--- config.mk ---
export PLATFORM = sky130hd
export DESIGN_NAME = patch_dispatch_ctrl
export DESIGN_NICKNAME = d
export VERILOG_FILES = /design/src/rtl/patch_pkg.sv /design/src/rtl/patch_watchdog.sv /design/src/rtl/patch_dispatch_ctrl.sv
export SDC_FILE = /design/constraint.sdc
export NUM_CORES = 1
export LEC_CHECK = 0
export ABC_AREA = 1
export BUFFER_PORTS_ARGS = -buffer_cell sky130_fd_sc_hd__buf_2
export CAP_MARGIN = 20
export CORE_ASPECT_RATIO = 0.8
export CORE_MARGIN = 4
export CORE_UTILIZATION = 50
export DETAILED_ROUTE_END_ITERATION = 16
export HOLD_SLACK_MARGIN = 0.05
export PLACE_DENSITY = 0.8
export SYNTH_ARGS = -nofsm -noshare
export SYNTH_HDL_FRONTEND = slang
export SYNTH_SLANG_ARGS = --single-unit
--- constraint.sdc ---
create_clock -name clk -period 3.7 [get_ports clk]
set_input_delay 0.37 -clock clk [delete_from_list [all_inputs] [get_ports clk]]
set_output_delay 0.37 -clock clk [all_outputs]
set_load 0.03 [all_outputs]
--- src/rtl/patch_pkg.sv ---
// rtl/patch_pkg.sv - shared types and constants for the patch dispatch controller
package patch_pkg;

    localparam int IMG_WIDTH_DEF         = 64;
    localparam int IMG_HEIGHT_DEF        = 64;
    localparam int PATCH_SIZE_DEF        = 16;
    localparam int TOTAL_NUM_PATCHES_DEF = (IMG_WIDTH_DEF / PATCH_SIZE_DEF) * (IMG_HEIGHT_DEF / PATCH_SIZE_DEF);

    // Patchifier state encoding as driven on pf_state
    localparam logic [1:0] PF_IDLE       = 2'b00;
    localparam logic [1:0] PF_PROCESSING = 2'b01;
    localparam logic [1:0] PF_DONE       = 2'b10;

    typedef enum logic [2:0] {
        ST_IDLE,
        ST_LAUNCH,
        ST_WAIT,
        ST_STREAM,
        ST_RELEASE,
        ST_ERROR
    } dispatch_state_t;

    function automatic int idx_width(input int n);
        return (n > 1) ? $clog2(n) : 1;
    endfunction

    localparam int IDX_W_DEF = idx_width(TOTAL_NUM_PATCHES_DEF);

endpackage

--- src/rtl/patch_watchdog.sv ---
// rtl/patch_watchdog.sv - saturating cycle counter flagging expiry at LIMIT-1
module patch_watchdog #(
    parameter int LIMIT = 8
) (
    input  logic clk,
    input  logic reset,
    input  logic clear,
    input  logic enable,
    output logic expire
);

    localparam int CNT_W = (LIMIT > 2) ? $clog2(LIMIT) : 1;

    logic [CNT_W-1:0] count;

    // Holds at the expiry value so it never wraps back below the limit
    always_ff @(posedge clk) begin
        if (reset || clear) begin
            count <= '0;
        end else if (enable && !expire) begin
            count <= count + CNT_W'(1);
        end
    end

    assign expire = (count == CNT_W'(LIMIT - 1));

endmodule

--- src/rtl/patch_dispatch_ctrl.sv ---
// rtl/patch_dispatch_ctrl.sv - launches the patchifier per frame and streams patch indices downstream
module patch_dispatch_ctrl
    import patch_pkg::*;
#(
    parameter int IMG_WIDTH         = IMG_WIDTH_DEF,
    parameter int IMG_HEIGHT        = IMG_HEIGHT_DEF,
    parameter int PATCH_SIZE        = PATCH_SIZE_DEF,
    parameter int TOTAL_NUM_PATCHES = (IMG_WIDTH / PATCH_SIZE) * (IMG_HEIGHT / PATCH_SIZE),
    parameter int IDX_W             = idx_width(TOTAL_NUM_PATCHES),
    parameter int TIMEOUT_CYCLES    = IMG_WIDTH * IMG_HEIGHT + 64,
    parameter int FRAME_CNT_W       = 16
) (
    input  logic                   clk,
    input  logic                   reset,
    input  logic                   start,
    input  logic [1:0]             pf_state,
    output logic                   pf_en,
    output logic                   pf_output_taken,
    output logic                   patch_valid,
    input  logic                   patch_ready,
    output logic [IDX_W-1:0]       patch_idx,
    output logic                   patch_last,
    output logic                   busy,
    output logic                   frame_done,
    output logic [FRAME_CNT_W-1:0] frame_count,
    output logic                   timeout_err
);

    localparam logic [IDX_W-1:0] LAST_IDX = IDX_W'(TOTAL_NUM_PATCHES - 1);

    dispatch_state_t state;
    logic            wd_expire;

    // Counter is held clear in LAUNCH so it reads 0 on the first WAIT cycle
    patch_watchdog #(
        .LIMIT(TIMEOUT_CYCLES)
    ) u_watchdog (
        .clk   (clk),
        .reset (reset),
        .clear (state == ST_LAUNCH),
        .enable(state == ST_WAIT),
        .expire(wd_expire)
    );

    always_ff @(posedge clk) begin
        if (reset) begin
            state           <= ST_IDLE;
            pf_en           <= 1'b0;
            pf_output_taken <= 1'b0;
            patch_valid     <= 1'b0;
            patch_idx       <= '0;
            patch_last      <= 1'b0;
            busy            <= 1'b0;
            frame_done      <= 1'b0;
            frame_count     <= '0;
            timeout_err     <= 1'b0;
        end else begin
            pf_en           <= 1'b0;
            pf_output_taken <= 1'b0;
            frame_done      <= 1'b0;
            case (state)
                ST_IDLE: begin
                    if (start) begin
                        state <= ST_LAUNCH;
                        busy  <= 1'b1;
                    end
                end
                ST_LAUNCH: begin
                    if (pf_state == PF_IDLE) begin
                        state <= ST_WAIT;
                        pf_en <= 1'b1;
                    end
                end
                ST_WAIT: begin
                    // DONE is tested first so it wins over a simultaneous expiry
                    if (pf_state == PF_DONE) begin
                        state       <= ST_STREAM;
                        patch_valid <= 1'b1;
                        patch_idx   <= '0;
                        patch_last  <= (TOTAL_NUM_PATCHES == 1);
                    end else if (wd_expire) begin
                        state       <= ST_ERROR;
                        timeout_err <= 1'b1;
                    end
                end
                ST_STREAM: begin
                    if (patch_ready) begin
                        if (patch_last) begin
                            state           <= ST_RELEASE;
                            patch_valid     <= 1'b0;
                            patch_idx       <= '0;
                            patch_last      <= 1'b0;
                            pf_output_taken <= 1'b1;
                            frame_done      <= 1'b1;
                            frame_count     <= frame_count + FRAME_CNT_W'(1);
                        end else begin
                            patch_idx  <= patch_idx + IDX_W'(1);
                            patch_last <= (patch_idx + IDX_W'(1) == LAST_IDX);
                        end
                    end
                end
                ST_RELEASE: begin
                    state <= ST_IDLE;
                    busy  <= 1'b0;
                end
                ST_ERROR: begin
                    patch_valid <= 1'b0;
                end
                default: begin
                    state <= ST_IDLE;
                    busy  <= 1'b0;
                end
            endcase
        end
    end

endmodule
==> reports/metrics.cfg, run 1 <==
[route]
routed_wirelength_um = 4912
drt-met1-wl_um = 2474
dr_wl_met3_um = 249
drt-pass1-iter-count = 4
drt_iter0_markers = 182
postRouteAntennaNets = 0
vias = 2171
wl_per_cell_um = 11.27
routed-wl-met2_um = 2093
highest_layer = met4
drcViolationCount = 0
vias_per_cell = 4.979

[logic_synthesis]
synth_top_flop_cell = dfxtp_1
synth_area_leaders = dfxtp_1, nand2_1, nor2_1, inv_1, a21oi_1
yosys.cell_types.count = 28
yosysWarnings = 0
synth_common_cells = nand2_1, nor2_1, dfxtp_1, inv_1, a21oi_1
synth_top_cell_by_area = dfxtp_1
netlist.area_leader.share_pct = 36.92
yosysSeqAreaShare_pct = 36.92
synth-edff-count = 0
synth.most_common_cell = nand2_1
ys_seq_elements = 42
syn_nets = 356
syn-cell-area_sq_mm = 0.002277
syn_area_per_cell_sq_um = 6.581
syn_inst = 346
synth-async-reset-ratio_pct = 0

[timing]
min_period_over_period_pct = 49.92
clock_skew_ps = 6.902
worst_pin_slew_ps = 496.2
final-hold-violation-count = 0
drv_slew = 0
final.setup.tns_ps = 0
rsz0062_at_grt = no
setup_viol = 0
whs_ps = 348.4
fmax_mhz = 541.4
layout_min_cycle_time_ps = 1847
timing.slew.headroom_pct = 66.88

[pwr]
powerDensity_mw_per_mm2 = 442.2
power_switching_uw = 411.9
peakVddDrop_mv = 0.2318
intPower_uw = 717.4
sw_frac_of_total_pct = 36.47
p_comb_share_pct = 26.7
p_total_mw = 1.129
leakagePower_nw = 1.153
seqPwrFrac_pct = 46.0
pwr-share-clk_pct = 27.3

[floorplan]
die_h_um = 68.36
initial_core_util_pct = 53.17
rows = 21
dieArea_sq_mm = 0.005705
fp.dieW_um = 83.45
io_pins = 33
core_region_area_sq_mm = 0.004283

[clock_network]
cts_buffer_depth = 2
cts_root_buffer = clkbuf_8
cts_max_level = 2
hold_buffers = 0
insertion_delay_ps = 300
cts_num_sinks = 42
clkTransAtPathRegs_ps = 80
numCtsBuffers = 5
cts_tree = done
postCtsSetupBuffers = 0
post_cts_resized = 0

[finish]
fin_area_sq_mm = 0.002554
num_antenna_cells = 0
syn_to_final_growth_pct = 12.14
drive_gt1_share_pct = 15.30
fin_nets = 388

[min_path]
hold_path.class = in -> reg
hold_depth = 4
min-delay-start = pf_state[1]
min_to = pf_en

[worst_setup_path]
critPathMaxFanout = 14
ff2ff_path_depth = 8
worst_setup_path_start_kind = flop
rrSetupSlack_ps = 1850
cp_data_arrival_time_ps = 2010
worstSetupEndpointType = flop
reg2reg_to = u_watchdog.count[8]
crit_type = reg -> reg
worstPathRequired_ps = 3860
r2r_start = u_watchdog.count[0]

[global_routing]
grt_pass1_wl_um = 8480
antenna_found_initial = 0
grt_max_degree = 17
grt_pass1_vias = 1957
overflow = 0
grt_use_total_pct = 18.51

[placed_design]
placed_cell_area_sq_mm = 0.002459
dp_hpwl_um = 3634
gp_congestion = 0.8501
io_buffer_count = 32

[job]
cap_violations = 0

[status]
outcome = finished clean

## through the flow
step / utilization, % / setup WS (ps) / std cells
after detailed placement: 57.41 / 1890 / 428
after global routing: 59.63 / 1657 / 436
after floorplan: - / 2203 / 346
after global placement: 57.41 / 2012 / 428
after CTS: 59.63 / 1874 / 436
final: 59.63 / 1853 / 436
## power groups by stage
stage                     clock [mW]  combinational (mW)  sequential (mW)
after floorplan                    0               0.235            0.537
final                          0.308               0.301            0.519
after global placement             0               0.288            0.528
after CTS                      0.318               0.296            0.518
after global routing           0.332               0.338            0.524
after detailed placement           0               0.291            0.528
## worst max-delay path, stage by stage (launching register included)
cell     delay (ps)
dfxtp_1         420
ha_1            270
nand3_2         150
nor2_1          150
nand3_2         110
nand2_2         250
inv_2           180
nand2_1         110
a21oi_1          70
## routing by layer
layer	global-route usage, %	vias to the layer above
li1	-	1152
met1	23.62	956
met2	30.50	54
met3	3.730	9
met5	0	-
met4	9.036	0
## cell usage in the layout (no fill, tap or decap), types with 2 or more instances in the layout
master | synthesis | layout
nor2_2 | 2 | 2
nand3_1 | 18 | 18
inv_2 | 5 | 5
o21ai_0 | 10 | 10
nor2_4 | 2 | 2
buf_2 | 1 | 32
ha_1 | 4 | 4
inv_1 | 41 | 41
xnor2_1 | 2 | 2
nor3_1 | 4 | 4
nand2_2 | 3 | 3
a21oi_1 | 29 | 29
xor2_1 | 7 | 7
dfxtp_1 | 42 | 42
nand4_1 | 9 | 9
clkbuf_8 | 0 | 6
o21a_1 | 2 | 2
nor2_1 | 46 | 46
nand3_2 | 3 | 3
nand2_1 | 104 | 104
## registers in the layout (all words and copies together), names as in the netlist
name              count
frame_count          16
u_watchdog.count     13
state                 3
busy                  1
pf_en                 1
patch_valid           1
frame_done            1
timeout_err           1
patch_last            1
patch_idx             4
## area by class of cell
cell class | count | area, sq um
clock buffers | 6 | 82.58
flip-flops and latches | 42 | 840.8
well taps | 57 | 71.32
fillers | 429 | 1729
clock inverters | 2 | 12.51
inverters | 46 | 172.7
multi-input cells | 251 | 1214
repair buffers | 32 | 160.2
## worst max-delay path by stage
stage	depth (start not counted)	slack (ps)	from	end
final	8	1850	u_watchdog.count[0]	u_watchdog.count[8]
after CTS	8	1870	u_watchdog.count[0]	u_watchdog.count[8]
after detailed placement	8	1890	u_watchdog.count[0]	u_watchdog.count[2]
after floorplan	9	2200	u_watchdog.count[0]	u_watchdog.count[10]
after global placement	8	2010	u_watchdog.count[0]	u_watchdog.count[12]
after global routing	8	1660	u_watchdog.count[0]	u_watchdog.count[8]
## cells by family (layout without fill, tap and decap cells)
family / Yosys count / count (layout) / synth area share [%]
AOI/OAI and AO/OA: 43 / 43 / 9.890
adders and majority gates: 4 / 4 / 2.198
buffers and inverters: 53 / 86 / 9.780
xor gates and xnor gates: 9 / 9 / 3.462
DFF: 42 / 42 / 36.92
and+or+nand+nor: 195 / 195 / 37.75
Note: power is estimated with default switching activity, not from simulation.
==> run 2: changes to the inputs <==
--- a/config.mk
+++ b/config.mk
@@ -13,7 +13,7 @@
 export CORE_UTILIZATION = 50
 export DETAILED_ROUTE_END_ITERATION = 16
 export HOLD_SLACK_MARGIN = 0.05
-export PLACE_DENSITY = 0.8
+export PLACE_DENSITY = 0.83
 export SYNTH_ARGS = -nofsm -noshare
 export SYNTH_HDL_FRONTEND = slang
 export SYNTH_SLANG_ARGS = --single-unit
==> constraint.sdc (replaced) <==
create_clock -name clk -period 1.65 [get_ports clk]
set_input_delay 0.165 -clock clk [delete_from_list [all_inputs] [get_ports clk]]
set_output_delay 0.165 -clock clk [all_outputs]
set_load 0.03 [all_outputs]
==> run 2 against run 1 <==
  * Sequential power grew 120%
  * Maximum frequency up 23%
  * First-iteration DRC count grew 6.6%
  * Final cell count grew 1.1%
  * Setup slack got worse by 1700 ps
  * Routed wire length up 4.9%
  * Highest routed layer unchanged
  * Critical endpoint is now state[1]
  * Critical path depth unchanged
==> reports/metrics.cfg, run 2 (same netlist as run 1, synthesis figures left out) <==
[finish]
fin_nets = 393
final_cell_mix = nand2_1, nor2_1, inv_1
layout_commonest_cell = nand2_1
drive_gt1_share_pct = 17.45
largest_register_ffs = 16
regMostFlops = frame_count
fin_util_pct = 61.12
layoutNonFillerInstCount = 441
fin_area_sq_mm = 0.002618
num_antenna_cells = 0
syn_to_final_growth_pct = 14.95
reg_top3 = frame_count: 16 flops, u_watchdog.count: 13 flops, patch_idx: 4 flops

[clock_network]
cts_buffer_depth = 2
insertion_delay_ps = 300
postCtsSetupBuffers = 0
numCtsBuffers = 5
cts_num_sinks = 42
hold_buffers = 0
cts_max_level = 2
cts_root_buffer = clkbuf_8
cts_tree = done
clkTransAtPathRegs_ps = 90

[global_routing]
grt_pass1_wl_um = 8583
grt_use_total_pct = 18.44
overflow = 0
grt_pass1_vias = 2052
grt_max_degree = 16
antenna_found_initial = 0

[route]
vias_per_cell = 5.018
postRouteAntennaNets = 0
vias = 2213
drt-pass1-iter-count = 5
wl_per_cell_um = 11.68
drcViolationCount = 0
drt_iter0_markers = 194
routed_wirelength_um = 5151

[pwr]
p_total_mw = 2.718
peakVddDrop_mv = 0.5406
powerDensity_mw_per_mm2 = 1038
leakagePower_nw = 1.186

[timing]
setup_ws_ps = 145.2
clock_skew_ps = 10.88
worst_pin_slew_ps = 311.9
fmax_mhz = 664.5
final.setup.tns_ps = 0
layout_min_cycle_time_ps = 1505
rsz0062_at_grt = no
final-hold-violation-count = 0
setup_viol = 0
whs_ps = 156.6
drv_slew = 0
timing.slew.headroom_pct = 79.13
min_period_over_period_pct = 91.20

[worst_setup_path]
critPathMaxFanout = 6
rrSetupSlack_ps = 150
ff2ff_path_depth = 8
r2r_start = state[2]
worstSetupEndpointType = flop
path_buf_inv = 2
reg2reg_to = state[1]
crit_type = reg -> reg
worst_setup_path_start_kind = flop
path_cells = nor2_2 -> nand2_1 -> inv_2 -> nand2_1 -> inv_2 -> nand2_2 -> a21oi_1 -> nor2_1
cp_top_family = simple AND/OR/NAND/NOR gates
worstPathRequired_ps = 1830
slowest_stage = dfxtp_1
cp_data_arrival_time_ps = 1690
cpPeakStageDelay_ps = 400

[placed_design]
io_buffer_count = 32
gp_congestion = 0.8856
pre_cts_ws_ps = 141.3
dp.cells = 433
dp_hpwl_um = 3891
placed_cell_area_sq_mm = 0.002496

[min_path]
min_to = busy
hold_depth = 3
hold_path.class = in -> reg
min-delay-start = start

[floorplan]
io_pins = 33
fp.dieW_um = 83.45
rows = 21
core_region_area_sq_mm = 0.004283
dieArea_sq_mm = 0.005705
initial_core_util_pct = 53.17
die_h_um = 68.36

[status]
outcome = finished clean

[job]
cap_violations = 0

[run 2: where the power goes]
part | total [mW] | switching [mW] | internal, mW
Combinational | 0.743 | 0.511 | 0.232
Clock | 0.810 | 0.364 | 0.446
Sequential | 1.16 | 0.0850 | 1.08
Total | 2.72 | 0.960 | 1.76
[run 2: what timing repair did]
action,in CTS,in global routing
resized for setup,0,5
endpoints found under the hold margin,0,0
endpoints found under the setup margin,0,14
[run 2: tightest hold or removal path, delay by kind of cell]
kind,cells,cell delay (ps)
compound gates,1,60
buf+inv,1,110
simple gates,1,70
[run 2: metal layers]
layer  track usage, %  vias to the layer above  wire [um]
met5                0                        -          0
met4            7.631                        0         98
met3            4.332                       11        319
li1                 -                     1162          -
met1            23.38                      973       2521
met2            30.80                       67       2212
[run 2: worst max path at each step]
stage | cells past startpoint | slack, ps | start | end
2_1_floorplan | 9 | 150 | u_watchdog.count[0] | u_watchdog.count[10]
3_3_place_gp | 7 | 200 | state[1] | frame_count[15]
3_5_place_dp | 8 | 140 | u_watchdog.count[1] | u_watchdog.count[10]
4_1_cts | 8 | 120 | u_watchdog.count[1] | u_watchdog.count[9]
5_1_grt | 8 | 10 | state[2] | state[2]
6_report | 8 | 150 | state[2] | state[1]
[run 2: area by class of cell]
cell class	count	area (sq um)
Clock inverter	3	40.04
Inverter	46	172.7
Fill cell	376	1665
Multi-Input combinational cell	251	1224
Clock buffer	5	68.82
Tap cell	57	71.32
Sequential cell	42	843.3
Timing Repair Buffer	37	197.7
==> run 3: changes to the inputs <==
--- a/config.mk
+++ b/config.mk
@@ -8,7 +8,6 @@
 export ABC_AREA = 1
 export BUFFER_PORTS_ARGS = -buffer_cell sky130_fd_sc_hd__buf_2
 export CAP_MARGIN = 20
-export CORE_ASPECT_RATIO = 0.8
 export CORE_MARGIN = 4
 export CORE_UTILIZATION = 50
 export DETAILED_ROUTE_END_ITERATION = 16
==> run 3 against run 2 <==
  * Register-to-register slack improved by 20 ps
  * Clock skew down 0.77 ps
  * Non-clock buffer count up 5
  * Maximum frequency is 1.2% higher
  * Final cell count unchanged
==> reports/metrics.cfg, run 3 (same netlist as run 1, synthesis figures left out) <==
[finish]
drive_gt1_share_pct = 17.48
num_antenna_cells = 0
final.fill_count = 391
layout_commonest_cell = nand2_1
reg_top3 = frame_count: 16 flops, u_watchdog.count: 13 flops, patch_idx: 4 flops
syn_to_final_growth_pct = 15.38
largest_register_ffs = 16
fin_nets = 398
final_cell_mix = nand2_1, nor2_1, dfxtp_1
regMostFlops = frame_count
fin_area_sq_mm = 0.002628

[placed_design]
io_buffer_count = 32
dp_hpwl_um = 3430
gp_congestion = 0.8109
placed_cell_area_sq_mm = 0.002497
pre_cts_ws_ps = 115.1

[clock_network]
hold_buffers = 0
clkTransAtPathRegs_ps = 80
cts_max_level = 2
numCtsBuffers = 5
cts_tree = done
cts_num_sinks = 42
cts_buffer_depth = 2
cts_root_buffer = clkbuf_8
insertion_delay_ps = 300

[route]
wl_per_cell_um = 10.57
drcViolationCount = 0
vias_per_cell = 4.952
postRouteAntennaNets = 0
drt_iter0_markers = 144
vias = 2184
drt-pass1-iter-count = 4
routed_wirelength_um = 4663

[timing]
final.setup.tns_ps = 0
fmax_mhz = 672.2
setup_viol = 0
timing.slew.headroom_pct = 79.46
clock_skew_ps = 10.11
layout_min_cycle_time_ps = 1488
worst_pin_slew_ps = 305.7
final-hold-violation-count = 0
setup_ws_ps = 162.3
rsz0062_at_grt = no
min_period_over_period_pct = 90.16
drv_slew = 0

[min_path]
hold_depth = 4
min_to = pf_en
hold_path.class = in -> reg
min-delay-start = pf_state[1]

[global_routing]
grt_pass1_wl_um = 7976
overflow = 0
grt_max_degree = 16
grt_use_total_pct = 17.74
grt_pass1_vias = 1843
antenna_found_initial = 0

[worst_setup_path]
critPathMaxFanout = 7
worstPathRequired_ps = 1880
crit_type = reg -> reg
rrSetupSlack_ps = 160
cp_data_arrival_time_ps = 1720
r2r_start = u_watchdog.count[1]
worstSetupEndpointType = flop
reg2reg_to = u_watchdog.count[7]
worst_setup_path_start_kind = flop
ff2ff_path_depth = 8

[pwr]
peakVddDrop_mv = 0.8085
powerDensity_mw_per_mm2 = 995.9
p_total_mw = 2.617
leakagePower_nw = 1.201

[status]
outcome = finished clean

[floorplan]
initial_core_util_pct = 51.94
core_region_area_sq_mm = 0.004384
io_pins = 33
rows = 24
die_h_um = 75.49
fp.dieW_um = 75.49
dieArea_sq_mm = 0.005698

[job]
cap_violations = 0

run 3: final cells by class:
| class | count | area [sq um] | share of cell area [%] |
|---|---|---|---|
| flip-flops and latches | 42 | 840.8 | 32.00 |
| inverters | 46 | 172.7 | 6.571 |
| multi-input cells | 251 | 1219 | 46.38 |
| clock inverters | 2 | 12.51 | 0.4762 |
| clock buffers | 6 | 82.58 | 3.143 |
| well taps | 52 | 65.06 | 2.476 |
| repair buffers | 42 | 235.2 | 8.952 |
run 3: worst max-delay path by stage:
stage	start	to	slack, ps
floorplan	u_watchdog.count[0]	u_watchdog.count[10]	150
global placement	u_watchdog.count[0]	u_watchdog.count[12]	200
detailed placement	u_watchdog.count[1]	u_watchdog.count[10]	120
CTS	u_watchdog.count[1]	u_watchdog.count[10]	90
global route	u_watchdog.count[1]	u_watchdog.count[6]	20
finish	u_watchdog.count[1]	u_watchdog.count[7]	160
run 3: what timing repair did:
action | 4_1_cts | 5_1_grt
buffers inserted | 0 | 4
gates resized for setup | 0 | 1
endpoints found under the setup margin | 0 | 13
run 3: through the flow:
stage	std cells	hold slack (ps)	utilization (%)
6_report	441	136.1	59.93
5_1_grt	441	147.3	59.93
4_1_cts	437	127.5	59.13
3_5_place_dp	429	453.1	56.96
3_3_place_gp	429	454.0	56.96
2_1_floorplan	346	234.1	-
run 3: per-layer routing:
metal / vias to the layer above / global-route usage, % / wire, um
li1: 1170 / - / -
met3: 7 / 3.826 / 248
met5: - / 0 / 0
met2: 50 / 28.57 / 2146
met1: 957 / 23.26 / 2209
met4: 0 / 6.796 / 59
run 3: power breakdown:
part | leakage (nW) | switching [mW] | total (mW) | internal (mW)
logic | 0.815 | 0.488 | 0.764 | 0.275
registers | 0.339 | 0.0772 | 1.15 | 1.08
clock network | 0.0472 | 0.363 | 0.699 | 0.337
total | 1.20 | 0.928 | 2.62 | 1.69
run 3: critical path, cell delays in order, from the launching register on:
cell     delay [ps]
dfxtp_1         370
ha_1            190
nand3_2         120
nor2_1          140
nand3_2         140
nand2_4         150
buf_4           140
nand2_1          40
a21oi_1         140
